<file path="src/rtl/regfile_write_arbiter.sv">
// Register file write-port owner: INIT sweep after reset, then valid/ready
// arbitration between the ALU/EX (0) and MEM/load (1) writeback requesters.
module regfile_write_arbiter #(
  parameter int unsigned            DATA_WIDTH    = 16,
  parameter logic [DATA_WIDTH-1:0]  INIT_VALUE    = '0,
  parameter bit                     PRIORITY_MODE = 1'b0
) (
  input  logic                  CLK,
  input  logic                  RST,
  input  logic                  req0_valid,
  output logic                  req0_ready,
  input  logic [1:0]            req0_spec,
  input  logic [2:0]            req0_addr,
  input  logic [DATA_WIDTH-1:0] req0_data,
  input  logic                  req1_valid,
  output logic                  req1_ready,
  input  logic [1:0]            req1_spec,
  input  logic [2:0]            req1_addr,
  input  logic [DATA_WIDTH-1:0] req1_data,
  output logic                  rf_regWrite,
  output logic [1:0]            rf_writeSpecReg,
  output logic [2:0]            rf_R3,
  output logic [DATA_WIDTH-1:0] rf_inData3,
  output logic                  init_done,
  output logic                  grant_id
);

  localparam int unsigned SPEC_W   = 2;
  localparam int unsigned ADDR_W   = 3;
  localparam int unsigned CNT_W    = 4;
  localparam logic [CNT_W-1:0] NUM_GP   = CNT_W'(8);
  localparam logic [CNT_W-1:0] LAST_CNT = CNT_W'(10);

  typedef enum logic {
    S_INIT = 1'b0,
    S_RUN  = 1'b1
  } state_t;

  state_t                  state_q, state_d;
  logic [CNT_W-1:0]        cnt_q, cnt_d;
  logic                    rr_q, rr_d;

  logic                    win0, win1;
  logic                    wr_en;
  logic                    wr_id;
  logic [SPEC_W-1:0]       wr_spec;
  logic [ADDR_W-1:0]       wr_addr;
  logic [DATA_WIDTH-1:0]   wr_data;

  // State register: INIT counter and round-robin pointer (req0 wins first tie)
  always_ff @(posedge CLK) begin
    if (RST) begin
      state_q <= S_INIT;
      cnt_q   <= '0;
      rr_q    <= 1'b1;
    end else begin
      state_q <= state_d;
      cnt_q   <= cnt_d;
      rr_q    <= rr_d;
    end
  end

  // Next-state: step through the 11 INIT targets, track last winner in RUN
  always_comb begin
    state_d = state_q;
    cnt_d   = cnt_q;
    rr_d    = rr_q;
    case (state_q)
      S_INIT: begin
        if (cnt_q == LAST_CNT) begin
          state_d = S_RUN;
        end else begin
          cnt_d = cnt_q + CNT_W'(1);
        end
      end
      S_RUN: begin
        if (wr_en) begin
          rr_d = wr_id;
        end
      end
      default: state_d = S_INIT;
    endcase
  end

  // Output decode: INIT target generation or arbitration and winner mux
  always_comb begin
    win0    = 1'b0;
    win1    = 1'b0;
    wr_en   = 1'b0;
    wr_id   = 1'b0;
    wr_spec = '0;
    wr_addr = '0;
    wr_data = '0;
    case (state_q)
      S_INIT: begin
        wr_en   = 1'b1;
        wr_data = INIT_VALUE;
        if (cnt_q < NUM_GP) begin
          wr_addr = cnt_q[ADDR_W-1:0];
        end else begin
          // cnt 8/9/10 map to SP/IH/T
          wr_spec = SPEC_W'(cnt_q - CNT_W'(7));
        end
      end
      S_RUN: begin
        // rr_q names the last winner; the other requester wins a tie
        if (req0_valid && (!req1_valid || PRIORITY_MODE || rr_q)) begin
          win0 = 1'b1;
        end else if (req1_valid) begin
          win1 = 1'b1;
        end
        wr_en = win0 | win1;
        wr_id = win1;
        if (win1) begin
          wr_spec = req1_spec;
          wr_addr = req1_addr;
          wr_data = req1_data;
        end else begin
          wr_spec = req0_spec;
          wr_addr = req0_addr;
          wr_data = req0_data;
        end
        if (wr_spec != 2'b00) begin
          wr_addr = '0;
        end
      end
      default: ;
    endcase
  end

  assign req0_ready = win0;
  assign req1_ready = win1;

  // Register-file drive: strobe every cycle, payload holds when idle
  always_ff @(posedge CLK) begin
    if (RST) begin
      rf_regWrite     <= 1'b0;
      rf_writeSpecReg <= '0;
      rf_R3           <= '0;
      rf_inData3      <= '0;
      init_done       <= 1'b0;
      grant_id        <= 1'b0;
    end else begin
      rf_regWrite <= wr_en;
      init_done   <= (state_q == S_RUN);
      if (wr_en) begin
        rf_writeSpecReg <= wr_spec;
        rf_R3           <= wr_addr;
        rf_inData3      <= wr_data;
      end
      if (wr_en && (state_q == S_RUN)) begin
        grant_id <= wr_id;
      end
    end
  end

endmodule

</file>
<file path="config.mk">
export PLATFORM = sky130hd
export DESIGN_NAME = regfile_write_arbiter
export DESIGN_NICKNAME = d
export VERILOG_FILES = /design/src/rtl/regfile_write_arbiter.sv
export SDC_FILE = /design/constraint.sdc
export NUM_CORES = 1
export LEC_CHECK = 0
export BUFFER_PORTS_ARGS = -buffer_cell sky130_fd_sc_hd__buf_2
export CAP_MARGIN = 20
export CORE_MARGIN = 2
export CORE_UTILIZATION = 40
export CTS_CLUSTER_SIZE = 16
export DETAILED_ROUTE_END_ITERATION = 10
export PLACE_DENSITY = 0.72
export SYNTH_ARGS = -nofsm -noshare
export SYNTH_HDL_FRONTEND = slang
export SYNTH_SLANG_ARGS = --single-unit
</file>
<file path="constraint.sdc">
create_clock -name CLK -period 4.5 [get_ports CLK]
set_clock_uncertainty 0.05 [all_clocks]
set_input_delay 0 -clock CLK [delete_from_list [all_inputs] [get_ports CLK]]
set_output_delay 0 -clock CLK [all_outputs]
set_load 0.05 [all_outputs]
</file>
==> results of run 1 <==
## per-stage QoR
stage / hold WS, ps / utilization, % / worst slack, ps / total power (W)
floorplan: 22.14 / - / 3068 / 0.0003186
global placement: 233.9 / 51.67 / 2723 / 0.0003432
detailed placement: 241.3 / 51.67 / 2657 / 0.0003435
CTS: 15.62 / 65.77 / 2204 / 0.0005409
global route: 37.41 / 65.77 / 1996 / 0.0005668
finish: 27.68 / 65.77 / 2126 / 0.0005410
## cell type report
cell class                 count  area share, %
clock buffer                   6          2.319
clock inverter                 2         0.5656
inverter                       6          1.018
multi-input combinational     89          31.73
sequential                    30          27.15
tap                           46          2.602
timing repair buffer         112          34.62
## worst min-delay path: cells and delay by family
| kind | cells | cell delay, ps |
|---|---|---|
| buffers and inverters | 1 | 80 |
| AOI/OAI and AO/OA | 2 | 270 |
## routing by layer
layer  up-vias  wire, um
met5         -         0
met4         0        50
met3         7       228
met2        52      2142
met1       705      1645
li1        727         -
## sequential cells by signal (all words and copies together), names as in the netlist
register and count:
cnt_q 4, state_q 1, rf_inData3 16, rf_writeSpecReg 2, grant_id 1, rr_q 1, rf_R3 3, rf_regWrite 1
init_done 1
## cell usage after synthesis, types with 2 or more instances
library cell | n | area, sq um
a22oi_1 | 3 | 22.52
a21oi_1 | 4 | 20.02
a311oi_1 | 2 | 17.52
dfxtp_1 | 30 | 600.6
nor3b_1 | 2 | 15.01
buf_12 | 2 | 40.04
o32ai_1 | 4 | 35.03
or3_1 | 2 | 12.51
nand2_1 | 2 | 7.510
nor2_1 | 10 | 37.54
mux2i_1 | 18 | 180.2
a31oi_1 | 2 | 12.51
o2bb2ai_1 | 16 | 140.1
ha_1 | 2 | 25.02
nand3_1 | 4 | 20.02
buf_6 | 2 | 22.52
inv_1 | 6 | 22.52
buf_2 | 3 | 15.01
o21ai_0 | 4 | 20.02
## how the worst max path moves through the flow
stage / slack, ps / cells after the start / startpoint / to
global placement: 2720 / 3 / rr_q / rf_R3[2]
global route: 2000 / 6 / req1_valid / rf_inData3[10]
CTS: 2200 / 6 / req1_valid / rf_inData3[9]
floorplan: 3070 / 5 / cnt_q[0] / cnt_q[2]
detailed placement: 2660 / 3 / rr_q / rf_R3[1]
finish: 2130 / 6 / req1_valid / rf_inData3[4]
## cell families after synthesis
kind of cell / share of synthesized area (%)
flops: 42.70
simple gates: 12.63
compound gates: 22.06
xor+xnor: 0.6229
buf+inv: 7.384
fa+ha+maj: 1.779
mux: 12.81
## power by group
| group | internal, W | total (W) | switching, W |
|---|---|---|---|
| registers | 0.000270 | 0.000274 | 0.00000388 |
| logic | 0.0000573 | 0.0000970 | 0.0000398 |
| clock network | 0.0000750 | 0.000170 | 0.0000953 |
## repair_timing
action | CTS | global route
endpoints found under the hold margin | 23 | 0
endpoints found under the setup margin | 0 | 0
hold buffers | 41 | 0
resized for setup | 0 | 0
==> impl_metrics.toml, run 1 <==
[pwr]
cellPowerDensity_nw_per_um2 = 244.6
p_leak_nw = 1.095
irDropWorstVdd_v = 0.0001481

[synthesis]
synth-async-reset-ratio_pct = 0
yosysWarningCount = 0
syn_inst = 133
synth_area_sq_um = 1406
synth_enable_flop_cells = 0
ys_seq_area_share_pct = 42.70
synth-main-ff-cell = "dfxtp_1"
synth_cell_type_count = 34
syn-num-nets = 181
synth_seq_cells = 30
syn_avg_cell_area_sq_um = 10.57

[global_routing]
grt_pass1_wl_um = 6644
busiest_layer = "met2"
grt_max_degree = 23
gr-total-overflow = 0
met2_usage_pct = 39.36
grt_use_met3_pct = 5.357
antenna_found_initial = 0
grt_pass1_vias = 1445
grt_util_met1_pct = 23.64
grt_usage_pct = 21.22

[critical_path]
worstPathArrival_ps = 2520
cpLargestDelayFamily = "buffers and inverters"
path_class = "input pin to register"
r2r_end = "rf_inData3[4]"
start_kind = "input pin"
max_stage_delay_ps = 860
path_cells = "dlygate4sd3_1, buf_2, a21bo_1, mux2i_1, dlygate4sd3_1, o2bb2ai_1"
cp_max_fo = 22
r2r_cells = 4
r2r_start = "rr_q"
cp.buffers_inverters = 3
cp_common_cell = "dlygate4sd3_1"
cp.required_ps = 4650
r2r_setup_slack_ps = 2200
crit_slowest_cell = "a21bo_1"
endpoint_kind = "register"

[worst_hold_path]
holdPathStages = 3
hp-class = "input pin to register"
worstHoldStart = "req0_addr[2]"
hold_end = "rf_R3[2]"

[clock_network]
htree_levels = 2
clk_pin_slew_ps = 100
clk_latency_ps = 330
cts_tree = "built"
clock-root-buffer = "clkbuf_4"
cts_buffer_depth = 2
clock_sinks = 30
postCtsSetupRepairBufs = 0
numCtsBuffers = 5

[layout]
multi_input_area_sq_um = 701.9
mostFrequentLayoutCells = "71 x buf_2, 41 x dlygate4sd3_1, 30 x dfxtp_1"
fin_nets = 292
drive_gt1_share_pct = 34.29
fillCellCount = 293
final_cells = 291
fin_area_sq_um = 2212
seq_area_sq_um = 600.6
area_growth_pct = 57.30
final_common_cell = "buf_2"
diodes = 0

[place]
place_hpwl_um = 2380
post-place-cells = 242
detailed_place.area_sq_um = 1738
io_buffers = 71
gp_congestion = 0.7628

[run]
drv_cap = 0

[floorplan]
io_pins = 72
core_area_sq_um = 3363
die_h_um = 63.30
fp.dieW_um = 63.30
start_util_pct = 41.82
rows = 21
die_area_sq_um = 4006

[sta]
slew_headroom_pct = 31.54
rsz0062_at_grt = "false"
fmax_mhz = 421.3
fin_crit_ps = 2374
timing_hold_violations_final = 0
tightest_slew_ps = 1027
finalSetupViolations = 0
period_share_pct = 52.75
finalSetupTns_ps = 0
drv_slew = 0

[outcome]
status = "finished clean"

[detailed_routing]
wl_per_cell_um = 13.97
drc = 0
drt.antenna.violating_nets = 0
drt_iter0_markers = 64
drtPass1Iterations = 4
vias = 1491
wirelength_um = 4066
vias_per_cell = 5.124
Power figures use the tool's default switching activity.
==> inputs of run 2 (changes only) <==
- ABC_AREA: default -> 1
- PLACE_DENSITY: 0.72 -> 0.73
- clock period: 4.5 -> 2 ns (I/O delays scaled with it)
==> impl_metrics.toml, run 2 <==
[critical_path]
cpLargestDelayFamily = "compound AO/OA/AOI/OAI gates"
cp_max_fo = 21
max_stage_delay_ps = 580
cp.buffers_inverters = 0
endpoint_kind = "register"
r2r_setup_slack_ps = 400
crit_slowest_cell = "a21o_1"
start_kind = "register"
path_class = "register to register"
r2r_cells = 6
worstPathArrival_ps = 1700
critPathLaunch = "rr_q"
path_cells = "a21o_1, nand2_1, nand2_1, nor2_4, nand2_1, a21oi_1"
cp.required_ps = 2100
crit_cells = 6
r2r_start = "rr_q"
cp_common_cell = "nand2_1"

[global_routing]
grt_max_degree = 23
grt_pass1_vias = 1407
antenna_found_initial = 0
grt_pass1_wl_um = 6099
grt_usage_pct = 18.83
gr-total-overflow = 0

[synthesis]
yosysTopAreaCellShare_pct = 38.37
synth_compound_area_share_pct = 14.31
synth_mux_area_share_pct = 0
synthXorXnorAreaFrac_pct = 0
synth_area_sq_um = 1565
yosys-top-cells-count = "101 x nand2_1, 30 x dfxtp_1, 21 x nand3_1"
syn_avg_cell_area_sq_um = 6.835
syn_inst = 229
synth-async-reset-ratio_pct = 0
syn-num-nets = 277
synth_enable_flop_cells = 0
synth_seq_cells = 30
synth_top_family_by_area = "simple AND/OR/NAND/NOR gates"
synth-simple-area-share_pct = 36.53
yosysMostFrequentCell = "nand2_1"
synth_fa_ha_area_share_pct = 1.599
synth_area_leaders = "dfxtp_1 38%, nand2_1 24%, nand3_1 6.7%"
synth-main-ff-cell = "dfxtp_1"
synth_top_area_cell = "dfxtp_1"
synth_cell_type_count = 24
ys_seq_area_share_pct = 38.37
yosysWarningCount = 0

[place]
place_hpwl_um = 2883
io_buffers = 71
detailed_place.area_sq_um = 1914
gp_congestion = 0.8027
post-place-cells = 339

[sta]
timing_hold_violations_final = 0
tightest_slew_ps = 667.5
rsz0062_at_grt = "false"
fin_crit_ps = 1601
finalSetupViolations = 0
slew_headroom_pct = 55.50
period_share_pct = 80.06
fmax_mhz = 624.6
drv_slew = 0
finalSetupTns_ps = 0

[pwr]
cellPowerDensity_nw_per_um2 = 631.2
p_leak_nw = 1.019
irDropWorstVdd_v = 0.0003831
p_total_w = 0.001260

[clock_network]
cts_resized = 0
postCtsSetupRepairBufs = 0
numCtsBuffers = 5
cts_tree = "built"
cts_hold_buf = 0
clk_pin_slew_ps = 60
clk_latency_ps = 280
clock_sinks = 30
clock-root-buffer = "clkbuf_8"
cts_buffer_depth = 2
htree_levels = 2

[floorplan]
die_area_sq_um = 4430
start_util_pct = 42.12
rows = 22
core_area_sq_um = 3716
die_h_um = 66.56
io_pins = 72
fp.dieW_um = 66.56

[layout]
drive_gt1_share_pct = 33.67
final_cells = 345
final_common_cell = "nand2_1"
diodes = 0
area_growth_pct = 27.58
fin_area_sq_um = 1997
mostFrequentLayoutCells = "101 x nand2_1, 71 x buf_2, 30 x dfxtp_1"
final_util_pct = 53.74
top_register = "rf_inData3"
fin_nets = 346
largestRegisters = "rf_inData3 x16, cnt_q x4, rf_R3 x3"
fillCellCount = 395
largest_reg_flops = 16

[worst_hold_path]
holdPathStages = 5
worstHoldStart = "req0_data[2]"
hp-class = "input pin to register"

[detailed_routing]
wirelength_um = 3999
vias = 1624
wl_met3_um = 292
drtPass1Iterations = 4
drt.antenna.violating_nets = 0
vias_per_cell = 4.707
drc = 0
wl_per_cell_um = 11.59
wl_met2_um = 1818
wl_met1_um = 1821
dr.max_layer_used = "met4"
drt_iter0_markers = 91

[outcome]
status = "finished clean"

[run]
drv_cap = 0
==> run 2: changes by cell type after synthesis, sizes merged, moves of 3 or more <==
cell / before / now
o2bb2ai: 16 / 0
a22oi: 3 / 0
nand3: 4 / 22
buf: 7 / 10
o21ai: 5 / 9
inv: 6 / 15
o32ai: 4 / 0
nor3b: 3 / 0
nand2: 2 / 104
mux2i: 18 / 0
a21oi: 4 / 23
==> run 2: layer usage <==
layer  global-route usage, %  up-vias
met4                   10.97        0
met3                   6.081        7
met5                       0        -
met2                   29.25       61
li1                        -      858
met1                   22.61      698
==> run 2: kinds of logic after synthesis <==
logic type | after synthesis
buffers and inverters | 27
AO/OA/AOI/OAI | 33
AND/OR/NAND/NOR | 137
adder cells (fa/ha/maj) | 2
flip-flops | 30
==> run 2: power by group <==
part,total [W],internal (W),switching (W),leakage (nW)
sequential,0.000618,0.000608,0.00000962,0.243
combinational,0.000169,0.0000672,0.000102,0.733
clock,0.000473,0.000264,0.000209,0.0431
==> run 2: worst paths after layout <==
kind | end
worst max-delay path | rf_R3[0]
worst min-delay path | rf_inData3[2]
worst max register to register | rf_R3[0]
worst min register to register | rf_inData3[4]
==> run 2: cell type report <==
type / instances / area, sq um / area share, %
multi-input cells: 172 / 820.8 / 41.10
flip-flops and latches: 30 / 600.6 / 30.08
repair buffers: 73 / 370.4 / 18.55
clock buffers: 6 / 82.58 / 4.135
inverters: 16 / 62.56 / 3.133
well taps: 48 / 60.06 / 3.008
==> run 2: metrics by stage <==
| stage | hold WS [ps] | setup WS (ps) |
|---|---|---|
| final | 9.133 | 398.9 |
| after global routing | 22.12 | 249.6 |
| after CTS | 0.2022 | 400.5 |
| after detailed placement | 306.5 | 400.6 |
| after global placement | 303.7 | 468.0 |
| after floorplan | 137.8 | 735.6 |
==> run 2: worst register-to-register path, cell delays in order (launching register included) <==
cell and delay (ps):
dfxtp_1 430, a21o_1 590, nand2_1 100, nand2_1 150
nor2_4 60, nand2_1 50, a21oi_1 50
